### src/rtl/dmem_arbiter_pkg.sv
// Shared types and default sizing for the data-memory arbiter.
package dmem_arbiter_pkg;

    typedef enum logic [1:0] {
        ARB_NONE,
        ARB_FETCH,
        ARB_LOAD,
        ARB_STORE
    } arb_src_t;

    localparam int DMEM_STORE_DEPTH  = 2;
    localparam int DMEM_STARVE_LIMIT = 4;

endpackage

### src/rtl/dmem_arbiter_store_fifo.sv
// Committed-store buffer: circular FIFO of {addr, data, be} that also exposes
// every live entry's word address so loads can be checked against pending stores.
module dmem_arbiter_store_fifo #(
    parameter int DEPTH = 2
) (
    input  logic                      clk,
    input  logic                      reset,
    input  logic                      push,
    input  logic                      pop,
    input  logic [31:0]               push_addr,
    input  logic [31:0]               push_data,
    input  logic [3:0]                push_be,
    output logic [31:0]               head_addr,
    output logic [31:0]               head_data,
    output logic [3:0]                head_be,
    output logic [$clog2(DEPTH):0]    count,
    output logic [DEPTH-1:0]          ent_valid,
    output logic [DEPTH*30-1:0]       ent_addr
);

    localparam int PW = $clog2(DEPTH);
    localparam int CW = PW + 1;

    logic [31:0]   addr_q [DEPTH];
    logic [31:0]   data_q [DEPTH];
    logic [3:0]    be_q   [DEPTH];
    logic [PW-1:0] wr_ptr;
    logic [PW-1:0] rd_ptr;

    // Pointers, occupancy and per-entry valid bits. A push never targets the
    // entry being popped: push is refused when full, and pop needs count != 0.
    always_ff @(posedge clk) begin
        if (reset) begin
            wr_ptr    <= '0;
            rd_ptr    <= '0;
            count     <= '0;
            ent_valid <= '0;
        end else begin
            if (push) begin
                ent_valid[wr_ptr] <= 1'b1;
                wr_ptr            <= wr_ptr + PW'(1);
            end
            if (pop) begin
                ent_valid[rd_ptr] <= 1'b0;
                rd_ptr            <= rd_ptr + PW'(1);
            end
            count <= count + CW'(push) - CW'(pop);
        end
    end

    always_ff @(posedge clk) begin
        if (push) begin
            addr_q[wr_ptr] <= push_addr;
            data_q[wr_ptr] <= push_data;
            be_q[wr_ptr]   <= push_be;
        end
    end

    assign head_addr = addr_q[rd_ptr];
    assign head_data = data_q[rd_ptr];
    assign head_be   = be_q[rd_ptr];

    always_comb begin
        ent_addr = '0;
        for (int i = 0; i < DEPTH; i++) begin
            ent_addr[i*30 +: 30] = addr_q[i][31:2];
        end
    end

endmodule

### src/rtl/dmem_arbiter.sv
// Arbitrates one single-port, 1-cycle-latency memory between fetch reads,
// load reads and buffered retire stores, with fetch starvation protection.
module dmem_arbiter
    import dmem_arbiter_pkg::*;
#(
    parameter int STORE_DEPTH  = DMEM_STORE_DEPTH,
    parameter int STARVE_LIMIT = DMEM_STARVE_LIMIT
) (
    input  logic        clk,
    input  logic        reset,
    input  logic        fetch_req,
    input  logic [31:0] fetch_addr,
    input  logic        fetch_kill,
    output logic        fetch_gnt,
    output logic        fetch_valid,
    output logic [31:0] fetch_data,
    input  logic        ld_req,
    input  logic [31:0] ld_addr,
    output logic        ld_gnt,
    output logic        ld_valid,
    output logic [31:0] ld_data,
    input  logic        st_req,
    input  logic [3:0]  st_be,
    input  logic [31:0] st_addr,
    input  logic [31:0] st_data,
    output logic        st_full,
    output logic        mem_en,
    output logic [3:0]  mem_we,
    output logic [31:0] mem_addr,
    output logic [31:0] mem_wdata,
    input  logic [31:0] mem_rdata
);

    localparam int CW = $clog2(STORE_DEPTH) + 1;
    localparam int SW = $clog2(STARVE_LIMIT + 1);

    logic [CW-1:0]             count;
    logic [31:0]               head_addr;
    logic [31:0]               head_data;
    logic [3:0]                head_be;
    logic [STORE_DEPTH-1:0]    ent_valid;
    logic [STORE_DEPTH*30-1:0] ent_addr;
    logic                      st_push;
    logic                      ld_hazard;
    arb_src_t                  sel;
    arb_src_t                  rsp_src;
    logic                      kill_pend;
    logic [SW-1:0]             starve_cnt;

    assign st_full = (count == CW'(STORE_DEPTH));
    assign st_push = st_req && !st_full;

    dmem_arbiter_store_fifo #(
        .DEPTH(STORE_DEPTH)
    ) u_store_fifo (
        .clk       (clk),
        .reset     (reset),
        .push      (st_push),
        .pop       (sel == ARB_STORE),
        .push_addr (st_addr),
        .push_data (st_data),
        .push_be   (st_be),
        .head_addr (head_addr),
        .head_data (head_data),
        .head_be   (head_be),
        .count     (count),
        .ent_valid (ent_valid),
        .ent_addr  (ent_addr)
    );

    // A store arriving this cycle is older than the load, so it counts too.
    always_comb begin
        ld_hazard = st_req && (st_addr[31:2] == ld_addr[31:2]);
        for (int i = 0; i < STORE_DEPTH; i++) begin
            if (ent_valid[i] && (ent_addr[i*30 +: 30] == ld_addr[31:2])) begin
                ld_hazard = 1'b1;
            end
        end
    end

    always_comb begin
        sel = ARB_NONE;
        if (!reset) begin
            if (fetch_req && (starve_cnt == SW'(STARVE_LIMIT))) begin
                sel = ARB_FETCH;
            end else if (ld_req && !ld_hazard && !st_full) begin
                sel = ARB_LOAD;
            end else if (count != '0) begin
                sel = ARB_STORE;
            end else if (fetch_req) begin
                sel = ARB_FETCH;
            end
        end
    end

    assign fetch_gnt = (sel == ARB_FETCH);
    assign ld_gnt    = (sel == ARB_LOAD);

    always_comb begin
        mem_en    = 1'b0;
        mem_we    = '0;
        mem_addr  = '0;
        mem_wdata = '0;
        case (sel)
            ARB_FETCH: begin
                mem_en   = 1'b1;
                mem_addr = fetch_addr;
            end
            ARB_LOAD: begin
                mem_en   = 1'b1;
                mem_addr = ld_addr;
            end
            ARB_STORE: begin
                mem_en    = 1'b1;
                mem_we    = head_be;
                mem_addr  = head_addr;
                mem_wdata = head_data;
            end
            default: ;
        endcase
    end

    // Issue -> response stage boundary: remember who owns next cycle's rdata.
    always_ff @(posedge clk) begin
        if (reset) begin
            rsp_src    <= ARB_NONE;
            kill_pend  <= 1'b0;
            starve_cnt <= '0;
        end else begin
            rsp_src   <= (sel == ARB_FETCH || sel == ARB_LOAD) ? sel : ARB_NONE;
            kill_pend <= fetch_gnt && fetch_kill;
            if (fetch_req && !fetch_gnt) begin
                if (starve_cnt != SW'(STARVE_LIMIT)) begin
                    starve_cnt <= starve_cnt + SW'(1);
                end
            end else begin
                starve_cnt <= '0;
            end
        end
    end

    assign fetch_valid = !reset && (rsp_src == ARB_FETCH) && !kill_pend && !fetch_kill;
    assign ld_valid    = !reset && (rsp_src == ARB_LOAD);
    assign fetch_data  = fetch_valid ? mem_rdata : '0;
    assign ld_data     = ld_valid ? mem_rdata : '0;

endmodule
### config.mk
export PLATFORM = sky130hd
export DESIGN_NAME = dmem_arbiter
export DESIGN_NICKNAME = d
export VERILOG_FILES = /design/src/rtl/dmem_arbiter_pkg.sv /design/src/rtl/dmem_arbiter_store_fifo.sv /design/src/rtl/dmem_arbiter.sv
export SDC_FILE = /design/constraint.sdc
export NUM_CORES = 1
export LEC_CHECK = 0
export ABC_AREA = 1
export CORE_MARGIN = 1.5
export CORE_UTILIZATION = 42
export CTS_CLUSTER_DIAMETER = 30
export CTS_CLUSTER_SIZE = 8
export DETAILED_ROUTE_END_ITERATION = 12
export PLACE_DENSITY_LB_ADDON = 0.12
export SETUP_SLACK_MARGIN = 0.5
export SYNTH_ARGS = -nofsm -noshare
export SYNTH_HDL_FRONTEND = slang
export SYNTH_HIERARCHICAL = 1
export SYNTH_SLANG_ARGS = --single-unit
### constraint.sdc
create_clock -name clk -period 4.01 [get_ports clk]
set_input_delay 0.6015 -clock clk [delete_from_list [all_inputs] [get_ports clk]]
set_output_delay 0.6015 -clock clk [all_outputs]
set_load 0.02 [all_outputs]
==> impl_metrics.toml <==
[die]
rows = 54
start_util_pct = 42.7
dieWidth_um = 152
pin_count = 308
dieArea_sq_um = 23100
core-area_sq_um = 21800
die_h_um = 152

[placed_design]
globalplace.congestion = 0.864
port_buffers = 307
dpl.hpwl_mm = 19.6

[synth]
synthesis.instances = 1184
synth_seq_area_share_pct = 46.6
synthDistinctLibCells = 27
synth-seq-cells = 149
synth_nets = 1363
syn_avg_cell_area_sq_um = 7.87
synth_area_sq_um = 9320
synth_warnings = 6

[timing]
skew_ps = 9.82
rsz0062_at_grt = "yes"
min_period_over_period_pct = 86.1
final.min_clock_period_ps = 3450
setup_viol = 0
max_freq_ghz = 0.290
relSlewSlack_pct = 48.0
whs_ps = 445
finalHoldViolations = 0
final-max-slew-violation-count = 0
max_slew.worst_pin.slew_ps = 780

[detailed_routing]
drc = 0
dr.max_layer_used = "met5"
wl_per_cell_um = 15.4
met1_length_mm = 11.5
num_vias = 8054
dr.pass1.iters = 5
drt.antenna.violating_nets = 0
avgViaCountPerCell = 4.56
route.met2.wl_mm = 13.1
wirelength_mm = 27.1
drt_iter0_markers = 400
met3_length_mm = 1.93

[clocking]
clock_sinks = 149
clk_pin_slew_ps = 70
clockBufferDepth = 2
clkLatencyLatePin_ps = 430
cts_buffers = 17
ctsHtreeMaxLevel = 4
cts_tree = "yes"
cts_root_buf = "clkbuf_16"

[setup_path]
startpoint_type = "input port"
crit_path_frequent_cell = "nand2_1"
slowest_delay_ps = 290
path_class = "in -> out"
timing.rr.end = "u_store_fifo/count[1]"
cp_cell_sequence = "clkdlybuf4s15_2, xor2_1, nor2_1, nand2_1, nor2_1, nand2_1, nor2_2, nor2_4, nand2_1, nand2_1, nand2_2, inv_2, buf_4, ha_4, bufbuf_16, nand2_1, inv_1, buf_2"
path_max_fanout = 11
cp.arrival_ps = 2850
end_kind = "primary output"
cpMaxStageDelayCell = "bufbuf_16"
reg2reg_setup_slack_ps = 1100
startpoint = "ld_addr[2]"
rr_startpoint = "u_store_fifo/addr_q[0][2]"
worstRegToRegCells = 21
required_ps = 3410
crit_end = "mem_wdata[7]"

[flow_run]
max_cap_viol_count = 0

[cells_and_area]
final_common_cell = "nand2_1"
seqCellArea_sq_um = 4350
final_cell_mix = "nand2_1 (400), inv_1 (187), clkdlybuf4s50_1 (175)"
fill_cells = 1947
multi_input_area_sq_um = 3730
layout-drive-gt1-share_pct = 23.3
syn_to_final_growth_pct = 42.5
final_nets = 1653

[global_routing]
grt_overflow = 0
grt_pass1_wl_mm = 41.8
antenna_found_initial = 3
grt_max_degree = 71
grt_util_all_layers_pct = 23.1
grt_pass1_vias = 7995

[pwr]
p_leak_nw = 6.58
vdd_drop_max_mv = 0.325
p_per_area_nw_per_um2 = 360
finalPower_w = 0.00478

[worst_hold_path]
hold_depth = 1
worstHoldStart = "st_addr[31]"
hp-class = "in -> reg"

[status]
status = "finished, final reports clean"
-- worst min-delay path by stage --
stage	to	slack, ps
after floorplan	u_store_fifo/ent_valid[0]	440
after global placement	u_store_fifo/ent_valid[0]	450
after detailed placement	u_store_fifo/ent_valid[0]	470
after CTS	u_store_fifo/ent_valid[0]	480
after global routing	u_store_fifo/addr_q[0][31]	430
final	u_store_fifo/addr_q[1][31]	440
-- flip-flops by register name, summed over array words and instances, names as in the netlist, named ones only --
name                    count
u_store_fifo/wr_ptr         1
kill_pend                   1
u_store_fifo/count          2
rsp_src                     2
u_store_fifo/addr_q        64
u_store_fifo/data_q        64
starve_cnt                  3
u_store_fifo/be_q           8
u_store_fifo/rd_ptr         1
u_store_fifo/ent_valid      2
-- critical path, delay by kind of cell --
kind | cells | cell delay [ps]
adder cells (fa/ha/maj) | 1 | 190
AND/OR/NAND/NOR | 10 | 900
XOR/XNOR | 1 | 190
buffers and inverters | 6 | 940
-- final cells by class --
cell class / instances / area share [%]
Multi-Input combinational cell: 716 / 28.1
Clock inverter: 14 / 1.16
Clock buffer: 17 / 3.21
Inverter: 228 / 6.48
Antenna cell: 1 / 0.0189
Tap cell: 280 / 2.64
Timing Repair Buffer: 362 / 25.6
Sequential cell: 149 / 32.8
-- Yosys cell counts --
cell        n  area share, %
nor2_1    137            5.5
xnor2_1     4           0.38
ha_1        9            1.2
buf_2       4           0.21
buf_6       2           0.24
a21oi_1     6           0.32
nand3_2     2           0.21
inv_2      27            1.1
o21ai_0    14           0.75
dfxtp_1    13            2.8
nand2_2     2           0.13
nand3b_1    1          0.081
o21ai_1     9           0.48
mux2_2     48            5.8
xor2_1      2           0.19
nor4_2      1           0.13
nor2_2      5           0.34
nand3_1    33            1.8
inv_1     201            8.1
buf_8       2           0.32
edfxtp_1  136             44
clkbuf_1   16           0.64
mux2_4     20            3.2
nor3_1      3           0.16
nand2_1   420             17
buf_1       7           0.28
buf_4      60            4.8
-- power by group --
group          total, W  switching (W)  internal, W
registers       0.00192      0.0000685      0.00185
logic           0.00127       0.000672     0.000598
clock network   0.00160       0.000713     0.000882
-- kinds of logic (layout without fill, tap and decap cells) --
logic type / after synthesis / after routing / share of synthesized area, %
AOI/OAI and AO/OA: 29 / 29 / 1.56
muxes: 68 / 68 / 9.03
other: 0 / 1 / 0
adders and majority gates: 9 / 9 / 1.21
DFF: 149 / 149 / 46.6
buffers and inverters: 319 / 621 / 15.7
xor gates and xnor gates: 6 / 6 / 0.564
and+or+nand+nor: 604 / 604 / 25.3
-- layer usage --
metal,GRT usage (%),up-vias
li1,-,4135
met1,28.7,3617
met2,39.5,261
met3,6.33,37
met4,6.47,4
met5,0,-
-- through the flow --
| stage | TNS [ps] | std cells | worst slack [ps] | cell area (sq um) | utilization (%) |
|---|---|---|---|---|---|
| final | 0 | 1767 | 559 | 13300 | 60.8 |
| after global routing | 0 | 1766 | 379 | 13300 | 60.8 |
| after CTS | 0 | 1763 | 501 | 13200 | 60.5 |
| after detailed placement | -11290 | 1723 | -213 | 12600 | 57.5 |
| after global placement | -9850 | 1723 | -185 | 12600 | 57.5 |
| after floorplan | 0 | 1184 | 874 | 9320 | - |
-- timing repair --
action / in CTS / in global routing
gates cloned: 3 / 2
gates resized for setup: 407 / 116
pin swaps: 13 / 31
endpoints found under the setup margin: 71 / 70
setup buffers: 6 / 1
hold buffers: 0 / 0
No activity file was read; power rests on OpenSTA's default activity.
